$ cat src/rtl/ifetch_unit.sv
// rtl/ifetch_unit.sv - instruction fetch: PC, direct-mapped icache, BHT/JAL next-PC prediction
// Presents one instruction per cycle to the decoder; fills misses through the memory controller.
module ifetch_unit #(
   parameter int          ICACHE_IDX_W = 4,
   parameter int          BHT_IDX_W    = 8,
   parameter logic [31:0] RESET_PC     = 32'h0
) (
   input  logic        clk,
   input  logic        rst,
   input  logic        rdy,
   input  logic        issue_stall,
   output logic        inst_rdy,
   output logic [31:0] inst,
   output logic [31:0] inst_pc,
   output logic        inst_pred_jump,
   output logic        mem_req,
   output logic [31:0] mem_addr,
   input  logic        mem_done,
   input  logic [31:0] mem_data,
   input  logic        rollback,
   input  logic [31:0] rollback_pc,
   input  logic        br_commit,
   input  logic [31:0] br_pc,
   input  logic        br_taken
);

   localparam int TAG_W = 30 - ICACHE_IDX_W;
   localparam int LINES = 1 << ICACHE_IDX_W;
   localparam int BHT_N = 1 << BHT_IDX_W;

   localparam logic [0:0] S_IDLE     = 1'b0;
   localparam logic [0:0] S_WAIT_MEM = 1'b1;

   logic [0:0]        state;
   logic [31:0]       pc;
   logic [31:2]       req_addr;
   logic [LINES-1:0]  line_valid;
   logic [TAG_W-1:0]  line_tag  [LINES];
   logic [31:0]       line_data [LINES];
   logic [1:0]        bht       [BHT_N];

   logic [ICACHE_IDX_W-1:0] pc_idx, req_idx;
   logic [TAG_W-1:0]        pc_tag, req_tag;
   logic [BHT_IDX_W-1:0]    pc_bht_idx, br_bht_idx;
   logic                    hit;
   logic [31:0]             hit_word;
   logic [31:0]             npc;
   logic                    pred;
   logic [31:0]             jal_off, br_off;
   logic                    fill;
   logic                    unused_ok;

   assign pc_idx     = pc[ICACHE_IDX_W+1:2];
   assign pc_tag     = pc[31:ICACHE_IDX_W+2];
   assign req_idx    = req_addr[ICACHE_IDX_W+1:2];
   assign req_tag    = req_addr[31:ICACHE_IDX_W+2];
   assign pc_bht_idx = pc[BHT_IDX_W+1:2];
   assign br_bht_idx = br_pc[BHT_IDX_W+1:2];
   assign unused_ok  = ^{br_pc[31:BHT_IDX_W+2], br_pc[1:0]};

   assign hit      = line_valid[pc_idx] && (line_tag[pc_idx] == pc_tag);
   assign hit_word = line_data[pc_idx];
   assign fill     = (state == S_WAIT_MEM) && mem_done;

   assign jal_off = {{12{hit_word[31]}}, hit_word[19:12], hit_word[20], hit_word[30:21], 1'b0};
   assign br_off  = {{20{hit_word[31]}}, hit_word[7], hit_word[30:25], hit_word[11:8], 1'b0};

   always_comb begin
      npc  = pc + 32'd4;
      pred = 1'b0;
      case (hit_word[6:0])
         7'b1101111: begin
            npc  = pc + jal_off;
            pred = 1'b1;
         end
         7'b1100011: begin
            if (bht[pc_bht_idx][1]) begin
               npc  = pc + br_off;
               pred = 1'b1;
            end
         end
         default: ;
      endcase
   end

   always_ff @(posedge clk or negedge rst) begin
      if (!rst) begin
         state          <= S_IDLE;
         pc             <= RESET_PC;
         req_addr       <= '0;
         inst_rdy       <= 1'b0;
         inst           <= '0;
         inst_pc        <= '0;
         inst_pred_jump <= 1'b0;
         mem_req        <= 1'b0;
         mem_addr       <= '0;
         line_valid     <= '0;
         for (int i = 0; i < BHT_N; i++) bht[i] <= 2'b01;
      end else if (rdy) begin
         // Rollback wins over a same-cycle fetch; an outstanding fill still completes.
         if (rollback) begin
            pc       <= rollback_pc;
            inst_rdy <= 1'b0;
         end else if (hit && !issue_stall) begin
            inst_rdy       <= 1'b1;
            inst           <= hit_word;
            inst_pc        <= pc;
            inst_pred_jump <= pred;
            pc             <= npc;
         end else begin
            inst_rdy <= 1'b0;
         end

         case (state)
            S_IDLE: begin
               if (!hit && !rollback) begin
                  mem_req  <= 1'b1;
                  mem_addr <= {pc[31:2], 2'b00};
                  req_addr <= pc[31:2];
                  state    <= S_WAIT_MEM;
               end
            end
            S_WAIT_MEM: begin
               if (mem_done) begin
                  line_valid[req_idx] <= 1'b1;
                  mem_req             <= 1'b0;
                  state               <= S_IDLE;
               end
            end
            default: state <= S_IDLE;
         endcase

         if (br_commit) begin
            if (br_taken && bht[br_bht_idx] != 2'b11)
               bht[br_bht_idx] <= bht[br_bht_idx] + 2'b01;
            else if (!br_taken && bht[br_bht_idx] != 2'b00)
               bht[br_bht_idx] <= bht[br_bht_idx] - 2'b01;
         end
      end
   end

   // Line payload needs no reset: the valid bits gate every lookup.
   always_ff @(posedge clk) begin
      if (rdy && fill) begin
         line_tag[req_idx]  <= req_tag;
         line_data[req_idx] <= mem_data;
      end
   end

endmodule

$ cat config.mk
export PLATFORM = sky130hd
export DESIGN_NAME = ifetch_unit
export DESIGN_NICKNAME = d
export VERILOG_FILES = /design/src/rtl/ifetch_unit.sv
export SDC_FILE = /design/constraint.sdc
export NUM_CORES = 2
export LEC_CHECK = 0
export CORE_ASPECT_RATIO = 0.75
export CORE_MARGIN = 10
export CORE_UTILIZATION = 60
export CTS_BUF_LIST = sky130_fd_sc_hd__clkbuf_8
export DETAILED_ROUTE_END_ITERATION = 12
export DONT_BUFFER_PORTS = 1
export GPL_TIMING_DRIVEN = 0
export PLACE_DENSITY = 0.84
export SETUP_SLACK_MARGIN = 0.1
export SYNTH_ARGS = -nofsm -noshare
export SYNTH_HDL_FRONTEND = slang
export SYNTH_SLANG_ARGS = --single-unit
$ cat constraint.sdc
create_clock -name clk -period 5.6 [get_ports clk]
set_input_delay 0.28 -clock clk [delete_from_list [all_inputs] [get_ports clk]]
set_output_delay 0.28 -clock clk [all_outputs]
set_load 0.03 [all_outputs]
==> results.cfg <==
[finish]
multi_input_area_mm2 = 0.0262
layout-drive-gt1-share_pct = 31.5
regArea_mm2 = 0.0447
area_growth_pct = 15.3
final_cells = 7070
fillers = 7000
nets = 5443

[place]
placed_cells = 6459
portBuffers = 0
globalplace.congestion = 1.07
hpwl_mm = 175

[worst_hold_path]
hold_depth = 3
hold_path_end = pc[23]
hold_start = rollback_pc[23]
hp-class = input port to register

[routing]
vias = 53700
drcViolationCount = 0
first_pass_iters = 12
wl_per_cell_um = 39.0
route.antenna.remaining_nets = 0
drt_iter0_markers = 11600
wirelength_mm = 276
via_per_inst = 7.59

[power]
power_frac_seq_pct = 43.8
netSwitchingFraction_pct = 35.4
pwr_density_cell_mw_per_mm2 = 395
internal-power_mw = 21.0
power_frac_comb_pct = 26.0
p_sw_mw = 11.5
clkPwrFrac_pct = 30.2
p_leak_nw = 30.3
vdd_drop_max_uv = 261

[critical_path]
critPathLaunchType = register
critical_path.max_fanout = 10
critical_path.cell_chain = buf_8 -> buf_4 -> buf_4 -> buf_6 -> buf_4 -> buf_4 -> mux2i_1 -> a21oi_1 -> a211oi_2 -> o311ai_0 -> a32oi_2 -> buf_4 -> nor2_4 -> nor2_2 -> buf_2 -> a211oi_1 -> a21oi_1
endpoint_kind = register
max_stage_delay_ns = 0.53
timing.rr.start = pc[2]
worstPathArrival_ns = 6.81
slowest_stage = a211oi_2
worstSetupPathType = register to register
ff2ff_path_depth = 17
r2r-end = pc[22]
crit_required_ns = 6.48
worst_path_most_repeated_cell = buf_4
regToRegSetupSlack_ns = -0.33

[clocking]
cts-root-buf = clkbuf_8
cts.path.max_buffers = 3
cts_sinks = 1586
cts_tree = yes
cts_buffers = 227
htreeDepth = 4
worstSkewPairLatency_ns = 1.09
clk_pin_slew_worst_paths_ns = 0.08

[floorplan]
rows = 109
die_x_um = 419
core_area_mm2 = 0.118
io_pins = 203
die-area_mm2 = 0.134
initial_utilization_pct = 60.6
dieHeight_um = 319

[global_route]
grt_pass1_wl_mm = 378
grtUsageTotal_pct = 39.9
grt_antenna_before_repair = 29
grt_max_degree = 659
grt_pass1_vias = 50900
grt.overflow.total = 0

[synthesis]
ys.flop_type = edfxtp_1
synth_seq_cells = 1586
ys_warn_count = 0
ys_seq_area_share_pct = 62.3
synth_edf_count = 928
ys_types = 92
synthesis.area_mm2 = 0.0716
syn_inst = 4847
async_flop_share_pct = 41.5
syn_avg_cell_area_um2 = 14.8

[timing]
rsz0062_at_grt = yes
worst_slack_ns = -0.326
hold_viol = 0
min_period_over_period_pct = 106
finalWorstPathRequiredPeriod_ns = 5.93
worst_pin_slew_ns = 1.49
slew_viol_final = 0
max_freq_mhz = 169
hold_slack_ns = 0.0497
skew_ns = 0.129
slew_headroom_pct = 0.468
setup_viol = 59

[run_status]
violations = capacitance limit, setup timing
status = finished, violations left

[job]
maxCapViolations = 1
-- critical path: cells and delay by family (launching register included) --
| family | cells | cell delay [ns] |
|---|---|---|
| AND/OR/NAND/NOR | 2 | 0.42 |
| multiplexers | 1 | 0.47 |
| AO/OA/AOI/OAI | 6 | 1.84 |
| flip-flops | 1 | 0.43 |
| buffers and inverters | 8 | 2.54 |
-- cells in the final DEF, fill, tap and decap left out, types with 38 or more instances in the layout --
cell type	synthesis	final
buf_4	19	88
mux2_2	218	218
edfxtp_1	928	928
dlygate4sd3_1	0	87
nor2_1	354	323
buf_2	59	38
buf_6	37	60
inv_1	39	130
dfrtp_1	402	399
clkbuf_8	0	257
a21oi_1	210	202
nand3_1	48	46
nand2_1	542	540
o21ai_0	357	344
xnor2_1	62	60
mux4_2	451	452
clkbuf_1	171	117
dfstp_2	256	256
mux2i_1	99	97
-- what timing repair did --
action	in CTS	in global routing
pin swaps	25	41
endpoints found under the setup margin	616	515
gates resized for setup	252	167
setup buffers	37	31
cloned	2	2
endpoints found under the hold margin	1348	376
hold buffers	85	4
-- power groups by stage --
stage | Combinational [mW] | Clock [mW] | Sequential [mW]
detailed placement | 6.43 | 0 | 14.4
finish | 8.49 | 9.84 | 14.3
floorplan | 4.11 | 0 | 13.9
global placement | 6.21 | 0 | 14.3
global route | 8.48 | 10.2 | 14.3
CTS | 7.17 | 9.52 | 14.2
-- cells in the mapped netlist (all sizes together) (5+ instances only) --
master | number | share of area [%]
a2111oi | 9 | 0.12
a211o | 6 | 0.073
a211oi | 21 | 0.22
a21o | 28 | 0.29
a21oi | 210 | 1.5
a221o | 8 | 0.11
a221oi | 27 | 0.33
a22o | 5 | 0.061
a22oi | 34 | 0.36
a311oi | 5 | 0.061
a31oi | 8 | 0.070
and2 | 10 | 0.087
and3 | 24 | 0.21
buf | 136 | 1.3
clkbuf | 172 | 0.90
dfrtp | 402 | 14
dfstp | 256 | 9.4
edfxtp | 928 | 39
ha | 47 | 0.82
inv | 42 | 0.22
mux2 | 241 | 3.9
mux2i | 99 | 1.4
mux4 | 451 | 14
nand2 | 543 | 2.8
nand2b | 26 | 0.23
nand3 | 48 | 0.34
nand4 | 9 | 0.079
nor2 | 356 | 1.9
nor2b | 18 | 0.16
nor3 | 42 | 0.29
nor4 | 9 | 0.079
o211ai | 16 | 0.17
o21a | 8 | 0.084
o21ai | 361 | 2.5
o21bai | 8 | 0.084
o221ai | 10 | 0.12
o22ai | 26 | 0.23
o31ai | 13 | 0.14
o32ai | 7 | 0.086
or2 | 23 | 0.20
or3 | 8 | 0.070
xnor2 | 62 | 0.76
xor2 | 23 | 0.28
-- worst max path at each step --
stage	startpoint	slack, ns	end	cells after the start
after detailed placement	pc[5]	-3.09	pc[25]	18
after global routing	pc[2]	-0.19	pc[4]	18
after floorplan	pc[3]	0.05	pc[27]	22
final	pc[2]	-0.33	pc[22]	17
after CTS	register	0.04	bht[89]	20
after global placement	rdy	-6.16	line_valid[12]	6
-- metal layers --
layer | GRT usage, % | part of all wire [%] | up-vias
met3 | 25.2 | 21 | 1624
met1 | 49.2 | 31 | 26200
met5 | 3.10 | 0.38 | -
met2 | 52.8 | 40 | 6266
met4 | 22.6 | 7.8 | 33
li1 | - | - | 19500
-- cell families after synthesis --
family,synth area share [%]
AO/OA/AOI/OAI,7.08
XOR/XNOR,1.04
adder cells (fa/ha/maj),0.877
buffers and inverters,2.45
flip-flops,62.3
multiplexers,19.5
other,0.00524
AND/OR/NAND/NOR,6.74
-- layout make-up --
class / count / share of cell area, %
multi-input combinational: 2912 / 31.7
inverter: 43 / 0.200
antenna: 26 / 0.0788
timing repair buffer: 220 / 3.23
clock buffer: 248 / 4.13
tap: 1554 / 2.35
buffer: 300 / 2.64
clock inverter: 181 / 1.53
sequential: 1586 / 54.1
-- through the flow --
step	TNS, ns	power, mW	utilization, %	area [µm²]	setup slack [ns]
finish	-4.52	32.6	69.8	82600	-0.326
global route	-0.274	32.9	69.8	82500	-0.188
global placement	-3610.39	20.5	62.3	73600	-6.16
detailed placement	-951.12	20.8	63.2	74800	-3.09
floorplan	0	18.1	-	71700	0.0541
CTS	0	30.8	68.9	81500	0.0415
No activity file was read; power rests on OpenSTA's default activity.
